==> src/rtl/pc_pkg.sv <==
// Shared definitions for the program-counter / return-stack unit.
// Relative branching is compiled in only when PC_REL_BRANCH_EN is defined.
package pc_pkg;

    localparam int DEF_WORD_SIZE   = 8;
    localparam int DEF_STACK_DEPTH = 4;

    typedef enum logic [2:0] {
        OP_NONE = 3'd0,
        OP_LOAD = 3'd1,
        OP_CALL = 3'd2,
        OP_RET  = 3'd3,
        OP_BR   = 3'd4,
        OP_INC  = 3'd5
    } op_e;

    // Fixed priority: load > call > ret > branch > increment.
    function automatic op_e decode_op(input logic ld, input logic call,
                                      input logic ret, input logic br,
                                      input logic inc);
        op_e op;
        if (ld)        op = OP_LOAD;
        else if (call) op = OP_CALL;
        else if (ret)  op = OP_RET;
        else if (br)   op = OP_BR;
        else if (inc)  op = OP_INC;
        else           op = OP_NONE;
        return op;
    endfunction

endpackage

==> src/rtl/ret_addr_stack.sv <==
// LIFO of return addresses; depth alone defines which entries are valid.
// Push is ignored when full, pop is ignored when empty or when pushing.
module ret_addr_stack
    import pc_pkg::*;
#(
    parameter int WORD_SIZE   = DEF_WORD_SIZE,
    parameter int STACK_DEPTH = DEF_STACK_DEPTH
) (
    input  logic                               clk,
    input  logic                               rst,
    input  logic                               push,
    input  logic                               pop,
    input  logic [WORD_SIZE-1:0]               push_data,
    output logic [WORD_SIZE-1:0]               top,
    output logic [$clog2(STACK_DEPTH+1)-1:0]   depth,
    output logic                               full,
    output logic                               empty
);

    localparam int DW = $clog2(STACK_DEPTH + 1);
    localparam int AW = $clog2(STACK_DEPTH);

    logic [WORD_SIZE-1:0] r_mem [STACK_DEPTH];
    logic [DW-1:0]        r_depth;
    logic                 w_push_ok;
    logic                 w_pop_ok;
    logic [AW-1:0]        w_wr_idx;
    logic [AW-1:0]        w_top_idx;

    assign full      = (r_depth == DW'(STACK_DEPTH));
    assign empty     = (r_depth == DW'(0));
    assign depth     = r_depth;
    assign w_push_ok = push & ~full;
    assign w_pop_ok  = pop & ~push & ~empty;
    assign w_wr_idx  = AW'(r_depth);
    assign w_top_idx = AW'(r_depth - DW'(1));
    assign top       = empty ? WORD_SIZE'(0) : r_mem[w_top_idx];

    // Entry storage: no reset, contents are meaningless beyond depth.
    always_ff @(posedge clk) begin
        if (w_push_ok) begin
            r_mem[w_wr_idx] <= push_data;
        end
    end

    // Occupancy counter.
    always_ff @(posedge clk) begin
        if (!rst) begin
            r_depth <= DW'(0);
        end else if (w_push_ok) begin
            r_depth <= r_depth + DW'(1);
        end else if (w_pop_ok) begin
            r_depth <= r_depth - DW'(1);
        end else begin
            r_depth <= r_depth;
        end
    end

endmodule

==> src/rtl/pc_stack_unit.sv <==
// Program counter with load, call/return stack, increment and optional
// relative branch (enabled by defining PC_REL_BRANCH_EN).
module pc_stack_unit
    import pc_pkg::*;
#(
    parameter int WORD_SIZE   = DEF_WORD_SIZE,
    parameter int STACK_DEPTH = DEF_STACK_DEPTH
) (
    input  logic                               clk,
    input  logic                               rst,
    input  logic [WORD_SIZE-1:0]               data_in,
    input  logic [WORD_SIZE-1:0]               offset,
    input  logic                               Load_PC,
    input  logic                               Inc_PC,
    input  logic                               Call_PC,
    input  logic                               Ret_PC,
    input  logic                               Br_PC,
    input  logic                               clr_err,
    output logic [WORD_SIZE-1:0]               count,
    output logic [$clog2(STACK_DEPTH+1)-1:0]   depth,
    output logic                               stack_full,
    output logic                               stack_empty,
    output logic                               ovf_err,
    output logic                               unf_err
);

    logic [WORD_SIZE-1:0] r_count;
    logic                 r_ovf;
    logic                 r_unf;
    logic [WORD_SIZE-1:0] w_next_count;
    logic [WORD_SIZE-1:0] w_top;
    logic                 w_push;
    logic                 w_pop;
    logic                 w_set_ovf;
    logic                 w_set_unf;
    logic                 w_br_req;
    op_e                  w_op;

`ifdef PC_REL_BRANCH_EN
    assign w_br_req = Br_PC;
`else
    // Branch request and offset are deliberately left unconnected.
    logic w_unused_br;
    assign w_unused_br = ^{offset, Br_PC};
    assign w_br_req    = 1'b0;
`endif

    assign w_op = decode_op(Load_PC, Call_PC, Ret_PC, w_br_req, Inc_PC);

    // Next-state selection for the PC and stack/error side effects.
    always_comb begin
        w_next_count = r_count;
        w_push       = 1'b0;
        w_pop        = 1'b0;
        w_set_ovf    = 1'b0;
        w_set_unf    = 1'b0;
        case (w_op)
            OP_LOAD: w_next_count = data_in;
            OP_CALL: begin
                if (!stack_full) begin
                    w_push       = 1'b1;
                    w_next_count = data_in;
                end else begin
                    w_set_ovf    = 1'b1;
                end
            end
            OP_RET: begin
                if (!stack_empty) begin
                    w_pop        = 1'b1;
                    w_next_count = w_top;
                end else begin
                    w_set_unf    = 1'b1;
                end
            end
`ifdef PC_REL_BRANCH_EN
            OP_BR:   w_next_count = r_count + offset;
`endif
            OP_INC:  w_next_count = r_count + WORD_SIZE'(1);
            default: w_next_count = r_count;
        endcase
    end

    ret_addr_stack #(
        .WORD_SIZE   (WORD_SIZE),
        .STACK_DEPTH (STACK_DEPTH)
    ) u_stack (
        .clk       (clk),
        .rst       (rst),
        .push      (w_push),
        .pop       (w_pop),
        .push_data (r_count + WORD_SIZE'(1)),
        .top       (w_top),
        .depth     (depth),
        .full      (stack_full),
        .empty     (stack_empty)
    );

    // PC register.
    always_ff @(posedge clk) begin
        if (!rst) begin
            r_count <= WORD_SIZE'(0);
        end else begin
            r_count <= w_next_count;
        end
    end

    // Sticky error flags; a new error wins over a simultaneous clear.
    always_ff @(posedge clk) begin
        if (!rst) begin
            r_ovf <= 1'b0;
            r_unf <= 1'b0;
        end else begin
            r_ovf <= w_set_ovf | (r_ovf & ~clr_err);
            r_unf <= w_set_unf | (r_unf & ~clr_err);
        end
    end

    assign count   = r_count;
    assign ovf_err = r_ovf;
    assign unf_err = r_unf;

endmodule
==> config.mk <==
export PLATFORM = sky130hd
export DESIGN_NAME = pc_stack_unit
export DESIGN_NICKNAME = d
export VERILOG_FILES = /design/src/rtl/pc_pkg.sv /design/src/rtl/ret_addr_stack.sv /design/src/rtl/pc_stack_unit.sv
export SDC_FILE = /design/constraint.sdc
export NUM_CORES = 1
export LEC_CHECK = 0
export ABC_AREA = 1
export CAP_MARGIN = 40
export CORE_UTILIZATION = 25
export CTS_CLUSTER_DIAMETER = 100
export DETAILED_ROUTE_END_ITERATION = 6
export PLACE_DENSITY_LB_ADDON = 0.3
export SETUP_SLACK_MARGIN = 0.15
export SLEW_MARGIN = 25
export SYNTH_ARGS = -nofsm -noshare
export SYNTH_HDL_FRONTEND = slang
export SYNTH_HIERARCHICAL = 1
export SYNTH_SLANG_ARGS = --single-unit
export TNS_END_PERCENT = 30
==> constraint.sdc <==
create_clock -name clk -period 5.1 [get_ports clk]
set_clock_uncertainty 0.05 [all_clocks]
set_input_delay 1.53 -clock clk [delete_from_list [all_inputs] [get_ports clk]]
set_output_delay 1.53 -clock clk [all_outputs]
set_load 0.005 [all_outputs]
==> run summary, run 1 <==
Final hold vios = 0
Switch Pwr = 346.8 uW
CTS tree = yes
Area Growth Syn to Fin = 21.93%
Grt ovf = 0
MaxCap Viol Count = 0
Kind of cell adding the most delay to the critical path = buffers and inverters
CTS Buffer Depth = 2
CTS buffer count = 5
DRT iter0 DRCs = 88
Pre-CTS setup slack = 1054 ps
Number of H-tree levels = 2
Setup Crit Path Kind = register to output port
GRT Util Overall = 11.67%
Chip Width = 98.02 um
Setup ws final = 1316 ps
Filler instances = 908
Worst hold path class = register to register
Buf/Inv on CP = 2
Final WL = 5.126 mm
Data required, critical path = 3520 ps
FF-to-FF path depth = 7
Max IR drop VDD = 179.5 uV
CP max stage cell = clkdlybuf4s50_1
CP Cell Sequence = inv_2 -> ha_1 -> ha_1 -> clkdlybuf4s50_1
Synth unique cells = 22
Slew HR = 44.42%
Power Internal = 762.4 uW
Slew @ Worst Pin = 830.6 ps
Post-synthesis sequential element count = 45
Number of port buffers = 29
Register area share after synthesis = 52.99%
Post-CTS Setup Inserts = 0
Max Slew Vio Count = 0
Synthesis Warnings = 6
DR WL/cell = 12.41 um
Clock sinks = 45
Crit path time final = 3784 ps
Max Clock Freq = 264.3 MHz
DRC = 0
Biggest area consumer among synthesized cells = edfxtp_1
Hold path depth = 2
Sequential power share = 41.1%
Worst Setup Start Kind = register
Worst-Skew Late Latency = 300 ps
Area contributors post-synth = edfxtp_1 42%, dfxtp_1 11%, nor2_1 10%, nand2_1 9.1%, inv_1 4.2%
Vias in the first global route = 1,750
Run status = finished clean
Avg Cell Area, Syn = 8.504 um2
Core Box Area = 8806 um2
Setup tns final = 0 ps
Fin nets = 335
Largest net degree at the start of global routing = 21
Io pins = 39
Most frequent CP cell = ha_1
Number of antenna violations at the first check in global routing = 0
Crit. path cell count = 4
DR vias = 1,777
Antenna Cells = 0
Post-Syn Area = 2305 um2
First-pass GRT wire length = 8.721 mm
Synth Instances = 271
Share of the synthesized area in the top cell type = 41.69%
Initial core utilization = 26.17%
Die Span Y = 98.02 um
Routability cong. = 0.8494
Slowest stage delay, CP = 600 ps
Crit end category = output port
Root buffer cell = clkbuf_8
Fraction of layout cells with a size suffix above 1 = 7.213%
Final setup violation count = 0
Antenna Nets Post-Route = 0
RSZ-0062 raised after global routing = false
Final Cycle Share = 74.20%
Die Area = 9607 um2
Power Density = 394.7 nW/um2
Gate power share = 30.3%
Worst-path maximum fanout = 20
P_leak = 0.001099 uW
CTS clk-pin slew, worst paths = 90 ps
Hold-fix buffers, CTS = 0
Register Area = 1221 um2
Pre-antenna DRT Iters = 4
WP data arrival = 2200 ps
Rows = 34
Post-CTS sizing = 0
Area occupied by multi-input gates = 905.9 um2
Clock power share = 28.6%
Mapped Nets = 302
Post-DR vias/cell = 4.303
Switch share = 31.27%
DP HPWL = 3.686 mm
-- layout make-up --
cell class / count / share of cell area, %
Clock buffer: 5 / 2.449
Clock inverter: 3 / 2.315
Inverter: 27 / 3.606
Multi-Input combinational cell: 193 / 32.24
Sequential cell: 45 / 43.45
Tap cell: 108 / 4.809
Timing Repair Buffer: 32 / 11.13
-- worst paths after layout --
check | start | to | slack [ps]
max reg2reg | u_stack/depth[0]$_SDFFE_PN0P_ | u_stack/r_mem[3][5]$_DFFE_PP_ | 2410
min | ovf_err$_SDFF_PN0_ | ovf_err$_SDFF_PN0_ | 420
min reg2reg | ovf_err$_SDFF_PN0_ | ovf_err$_SDFF_PN0_ | 420
max | u_stack/depth[0]$_SDFFE_PN0P_ | stack_empty | 1320
-- metal layers --
metal	global-route usage, %	part of all wire, %	up-vias
met3	2.219	2.2	9
met5	0	0	-
li1	-	-	941
met1	14.07	46	798
met4	4.779	2.6	0
met2	20.37	49	29
-- layout by cell type, fill, tap and decap left out --
cell,netlist,final
o21ai_0,16,16
xor2_1,2,2
o211ai_1,1,1
nor2_2,4,4
ha_1,7,7
a21oi_2,2,2
a21boi_1,1,1
clkdlybuf4s50_1,0,29
a21oi_1,12,12
dfxtp_1,13,13
nand2_4,1,1
nor2_1,63,63
bufinv_16,0,2
inv_1,26,26
nand2_2,3,3
nand2_1,56,56
clkbuf_8,0,5
nor3_1,1,1
buf_4,0,3
o21ai_1,10,10
clkinv_2,0,1
nand3_1,13,13
inv_2,1,1
nand4_1,1,1
edfxtp_1,32,32
-- per-stage QoR --
stage / instances / util, % / total power, uW / hold WS (ps) / cell area [um2]
detailed placement: 403 / 30.22 / 803.6 / 415.7 / 2661
finish: 413 / 31.91 / 1109 / 419.8 / 2810
CTS: 411 / 31.74 / 1121 / 427.1 / 2795
global route: 413 / 31.91 / 1192 / 454.2 / 2810
global placement: 403 / 30.22 / 798.7 / 409.5 / 2661
floorplan: 271 / - / 702.2 / 408.0 / 2305
-- state kept, by name, indices dropped and copies added (netlist names) --
register / flops
u_stack/r_mem: 32
count: 8
u_stack/depth: 3
ovf_err: 1
unf_err: 1
-- cells in the mapped netlist (all sizes together) --
library cell / count
a21oi: 14
nor3: 1
dfxtp: 13
nor2: 67
xor2: 2
nand4: 1
inv: 27
o211ai: 1
buf: 6
nand3: 13
ha: 7
edfxtp: 32
a21boi: 1
o21ai: 26
nand2: 60
-- kinds of logic after synthesis --
kind of cell	after synthesis	synth area share, %
compound gates	42	9.664
flops	45	52.99
simple gates	142	25.08
buf+inv	33	7.709
fa+ha+maj	7	3.800
xor+xnor	2	0.7602
-- worst register-to-register path, delay by kind of cell, from the launching register on --
family,cells,cell delay (ps)
and+or+nand+nor,4,1410
DFF,1,350
adders and majority gates,1,270
buffers and inverters,2,240
-- power by group through the flow --
stage | sequential, uW | combinational (uW) | clock [uW]
after global placement | 465 | 334 | 0
after detailed placement | 465 | 339 | 0
final | 456 | 336 | 318
after floorplan | 463 | 240 | 0
after CTS | 456 | 340 | 325
after global routing | 461 | 387 | 344
(Power assumes the default switching activity.)
==> run 2: changes to the inputs <==
==> constraint.sdc (replaced) <==
create_clock -name clk -period 3.3 [get_ports clk]
set_clock_uncertainty 0.05 [all_clocks]
set_input_delay 0.99 -clock clk [delete_from_list [all_inputs] [get_ports clk]]
set_output_delay 0.99 -clock clk [all_outputs]
set_load 0.005 [all_outputs]
==> run 2 against run 1 <==
Hold slack worse by 5.5 ps; count of clock-buffer cells in the layout up 1; via count up 4.2%; largest cell class unchanged; cell count up 1.5%.
==> run summary, run 2 (synthesis gave the netlist of run 1 again) <==
Slew HR = 70.54% (was 44.42%)
Area occupied by multi-input gates = 908.4 um2 (was 905.9 um2)
Die Span Y = 98.02 um (unchanged)
Initial core utilization = 26.17% (unchanged)
DR vias = 1,851 (was 1,777)
Final Non-Filler Cells = 419 (was 413)
Commonest non-fill, non-tap cell in the layout = nor2_1 (unchanged)
Reg2reg setup slack = 1180 ps (was 2410 ps)
Most frequent cells in the layout = 63 x nor2_1, 56 x nand2_1, 32 x edfxtp_1, 29 x clkdlybuf4s50_1, 26 x inv_1 (unchanged)
DRC = 0 (unchanged)
Vias in the first global route = 1,756 (was 1,750)
Number of port buffers = 29 (unchanged)
Final core occ = 32.30% (was 31.91%)
DP HPWL = 3.699 mm (was 3.686 mm)
Clock sinks = 45 (unchanged)
MaxCap Viol Count = 0 (unchanged)
Grt ovf = 0 (unchanged)
CTS buffer count = 5 (unchanged)
WP data arrival = 1890 ps (was 2200 ps)
Final WL = 5.234 mm (was 5.126 mm)
Crit end category = output port (unchanged)
Fraction of layout cells with a size suffix above 1 = 9.325% (was 7.213%)
Filler instances = 887 (was 908)
Power Density = 592.1 nW/um2 (was 394.7 nW/um2)
Max IR drop VDD = 233.6 uV (was 179.5 uV)
Post-DR vias/cell = 4.418 (was 4.303)
Final hold vios = 0 (unchanged)
Largest net degree at the start of global routing = 21 (unchanged)
Worst Setup Start Kind = register (unchanged)
Crit path time final = 2927 ps
CTS clk-pin slew, worst paths = 90 ps (about the same)
CTS Buffer Depth = 2 (unchanged)
Post-CTS Setup Inserts = 0 (unchanged)
Hold-fix buffers, CTS = 0 (unchanged)
CTS tree = yes (unchanged)
Area Growth Syn to Fin = 23.40% (was 21.93%)
First-pass GRT wire length = 8.542 mm (was 8.721 mm)
Final Cycle Share = 88.69%
Placed insts = 411 (was 403)
Largest Register = u_stack/r_mem (unchanged)
Total power = 1684 uW (was 1109 uW)
Antenna Cells = 0 (unchanged)
Max Slew Vio Count = 0 (unchanged)
P_leak = 0.001117 uW (was 0.001099 uW)
Data required, critical path = 2260 ps (was 3520 ps)
RSZ-0062 raised after global routing = false (unchanged)
Setup tns final = 0 ps (unchanged)
Io pins = 39 (unchanged)
Run status = finished clean (unchanged)
Number of antenna violations at the first check in global routing = 0 (unchanged)
Post-CTS sizing = 0 (unchanged)
Slew @ Worst Pin = 440.6 ps (was 830.6 ps)
Antenna Nets Post-Route = 0 (unchanged)
Final setup violation count = 0 (unchanged)
Hold_ws = 414.4 ps (was 419.8 ps)
Fin nets = 341 (was 335)
Max Clock Freq = 341.7 MHz
Worst hold path class = register to register (unchanged)
Number of H-tree levels = 2 (unchanged)
Core Box Area = 8806 um2 (unchanged)
DR WL/cell = 12.49 um (was 12.41 um)
DRT iter0 DRCs = 118 (was 88)
Setup Crit Path Kind = register to output port (unchanged)
Register Area = 1221 um2 (unchanged)
Rows = 34 (unchanged)
Max reg flops = 32 (unchanged)
Chip Width = 98.02 um (unchanged)
Worst-Skew Late Latency = 300 ps (about the same)
Root buffer cell = clkbuf_8 (unchanged)
Pre-antenna DRT Iters = 4 (unchanged)
Worst-path maximum fanout = 19 (was 20)
Die Area = 9607 um2 (unchanged)
Routability cong. = 0.8276 (was 0.8494)
GRT Util Overall = 11.37% (was 11.67%)
run 2: changes by cell type in the layout (fill, tap and decap cells not counted), sizes merged:
cell / previous run / this run
buf: 3 / 9
bufinv: 2 / 1
clkbuf: 5 / 6
clkinv: 1 / 0
clkinvlp: 0 / 1
run 2: area by class of cell:
type	count	share of cell area (%)
Sequential cell	45	42.94
Multi-Input combinational cell	193	31.94
Timing Repair Buffer	38	12.58
Tap cell	108	4.751
Inverter	27	3.564
Clock buffer	6	2.904
Clock inverter	2	1.320
run 2: path summary, 6_finish.rpt:
kind         cells after the start                             to                           from
max                              6                     stack_full  u_stack/depth[0]$_SDFFE_PN0P_
min                              2             unf_err$_SDFF_PN0_             unf_err$_SDFF_PN0_
max reg2reg                     10  u_stack/r_mem[0][2]$_DFFE_PP_  u_stack/depth[0]$_SDFFE_PN0P_
min reg2reg                      2             unf_err$_SDFF_PN0_             unf_err$_SDFF_PN0_
run 2: worst max-delay path, stage by stage, from the launching register on:
cell and delay (ps):
dfxtp_1 330, inv_2 60, buf_4 220, ha_1 230, nand2_2 100, inv_1 140
clkdlybuf4s50_1 520
run 2: power breakdown:
part	switching, uW	internal [uW]	total [uW]
clock	192	246	438
sequential	33.9	671	705
combinational	321	220	541
total	546	1140	1680
run 2: per-stage QoR:
stage                     area [um2]  setup WS, ps
after CTS                       2841         168.3
final                           2844         373.1
after global placement          2721         495.6
after detailed placement        2721         507.1
after floorplan                 2305         836.0
after global routing            2844         258.1
run 2: routing by layer:
metal	up-vias	track usage (%)	part of all wire, %
met4	0	4.429	1.7
met5	-	0	0
li1	955	-	-
met1	846	13.90	46
met2	43	19.88	48
met3	7	1.933	4.0
==> patch (config.mk and constraints of run 2) <==
The package constant `DEF_WORD_SIZE` goes from 8 to 16.
--- a/src/rtl/pc_pkg.sv
+++ b/src/rtl/pc_pkg.sv
@@ -2,7 +2,7 @@
 // Relative branching is compiled in only when PC_REL_BRANCH_EN is defined.
 package pc_pkg;
 
-    localparam int DEF_WORD_SIZE   = 8;
+    localparam int DEF_WORD_SIZE   = 16;
     localparam int DEF_STACK_DEPTH = 4;
 
     typedef enum logic [2:0] {
Interface: changed (resized count, data_in and offset); port bits go from 39 to 63. The function was not compared with the original's and may differ.
==> patch against run 2 <==
- total power rose by 64%
- clock power rose by 110%
- design area rose by 84%
- first-iteration DRC count rose by 40%
- routed wire length rose by 110%
- area after synthesis rose by 84%
- sequential cell count rose by 40
- setup slack got worse by 0.045 ns
- largest cell class unchanged
==> patch: results (changes against run 2) <==
Parameter                              Value

Pwr
  Reported combinational group power    0.549 mW (+1%)
  Leakage Power    2.00 nW (+79%)
  Power attributed to sequential cells    1.27 mW (+80%)
  Part of the total power dissipated in sequential elements    0.461 (+0.042)
  Reported net switching power    0.788 mW (+44%)
  Max VDD drop    286 uV (+22%)

Clocking
  Maximum buffer depth of the clock tree    2 (unchanged)
  Clk_lat worst skew    0.35 ns (+0.05 ns)
  Cell at the root of the clock tree    sky130_fd_sc_hd__clkbuf_16
  CTS HTree Levels    3 (+1)
  Total setup buffers inserted after CTS    0 (unchanged)
  TritonCTS Buffers    9 (+4)
  Register clock-pin slew on the reported worst setup and hold paths    0.06 ns (-0.03 ns)

Logic synthesis
  Post-synth ARST share    0 (unchanged)
  Count of distinct cell types in the synthesized netlist    25 (+14%)
  Most frequent cell after synthesis    sky130_fd_sc_hd__nand2_1
  Post-synth EDFFs    64 (+100%)
  Dominant register cell in the synthesized netlist    sky130_fd_sc_hd__edfxtp_1
  Total number of yosys warnings    6 (unchanged)
  Syn avg cell area    8.44 um^2 (-0.70%)
  Commonest cells in the netlist    123 x sky130_fd_sc_hd__nand2_1, 110 x sky130_fd_sc_hd__nor2_1, 64 x sky130_fd_sc_hd__edfxtp_1
  Synth Net Count    551 (+82%)
  Most area-consuming cells after synthesis    sky130_fd_sc_hd__edfxtp_1 45%, sky130_fd_sc_hd__nand2_1 11%, sky130_fd_sc_hd__dfxtp_1 9.9%
  Post-synthesis sequential area ratio    0.551 (+0.0215)

Outcome
  Outcome    finished, final reports clean

Cells and area
  Antenna diode count    0 (unchanged)
  Largest register FFs    64 (+100%)
  Filler Cell Count    1768 (+99%)
  Share of final-layout standard cells stronger than drive strength 1    0.0628 (-0.0304)
  Top register by number of flip-flops    u_stack/r_mem
  Layout net count    600 (+76%)

Routing
  Violation count after the first detailed-route iteration    165 (+40%)
  Met2 wire length    5200 um (+110%)
  Per-cell routed wire length    14.2 um (+13%)
  Sum of routed wire length over all layers    11000 um (+110%)
  DR vias    3439 (+86%)
  Amount of wire on met3 after detailed routing    346 um (+66%)
  Top Metal Used    met4
  Length of routed wiring on met1    5180 um (+110%)
  First-pass DRT Iterations    4 (unchanged)

Setup path
  Critical path's top delay family    buffers and inverters
  Maximum fanout along the worst path    36 (+17)
  Cell type of the slowest stage on the worst timing path    sky130_fd_sc_hd__clkdlybuf4s50_1
  WP data arrival    1.93 ns (+0.04 ns)

Global routing
  GR met1 Demand/Resource    0.164 (+0.0252)
  Largest net degree at the start of global routing    37 (+76%)
  GRT Total Usage    0.132 (+0.0185)
  Global-route wire length before repair    17600 um (+110%)
  Antenna violations before repair    0 (unchanged)
  Met2 demand-to-capacity share in global routing    0.218 (+0.0187)
  Met3 usage in global routing    0.0304 (+0.0110)

Placement
  Cell Area, Placed    4970 um^2 (+83%)
  DP Worst Slack    0.209 ns (-0.298 ns)
  Placer congestion estimate    0.798 (-3.6%)
  Count of port buffers added during placement    45 (+55%)
  Placed cells    761 (+85%)
  Sum of net half-perimeters after detailed placement    7330 um (+98%)

Timing
  Least-Margin Pin Slew    0.396 ns (-0.0442 ns)
patch: path summary, 6_finish.rpt:
| path | depth (start not counted) | startpoint | to | slack [ns] |
|---|---|---|---|---|
| worst min-delay path | 2 | ovf_err | ovf_err | 0.42 |
| worst min register to register | 2 | ovf_err | ovf_err | 0.42 |
| worst max register to register | 8 | u_stack/depth[0] | u_stack/r_mem[2][4] | 1.04 |
| worst max-delay path | 5 | u_stack/depth[0] | stack_full | 0.33 |
patch: layout make-up:
class	instances	area [um^2]	area share
Timing Repair Buffer	58	586	0.112
Clock inverter	5	26.3	0.00501
Sequential cell	85	2340	0.447
Tap cell	220	275	0.0525
Clock buffer	11	243	0.0463
Inverter	39	151	0.0289
Multi-Input combinational cell	359	1620	0.309
patch: cell families after synthesis:
family | Yosys count | share of synthesized area
compound gates | 71 | 0.0866
xor+xnor | 4 | 0.00825
fa+ha+maj | 8 | 0.0236
buf+inv | 59 | 0.0680
flops | 85 | 0.551
simple gates | 276 | 0.262
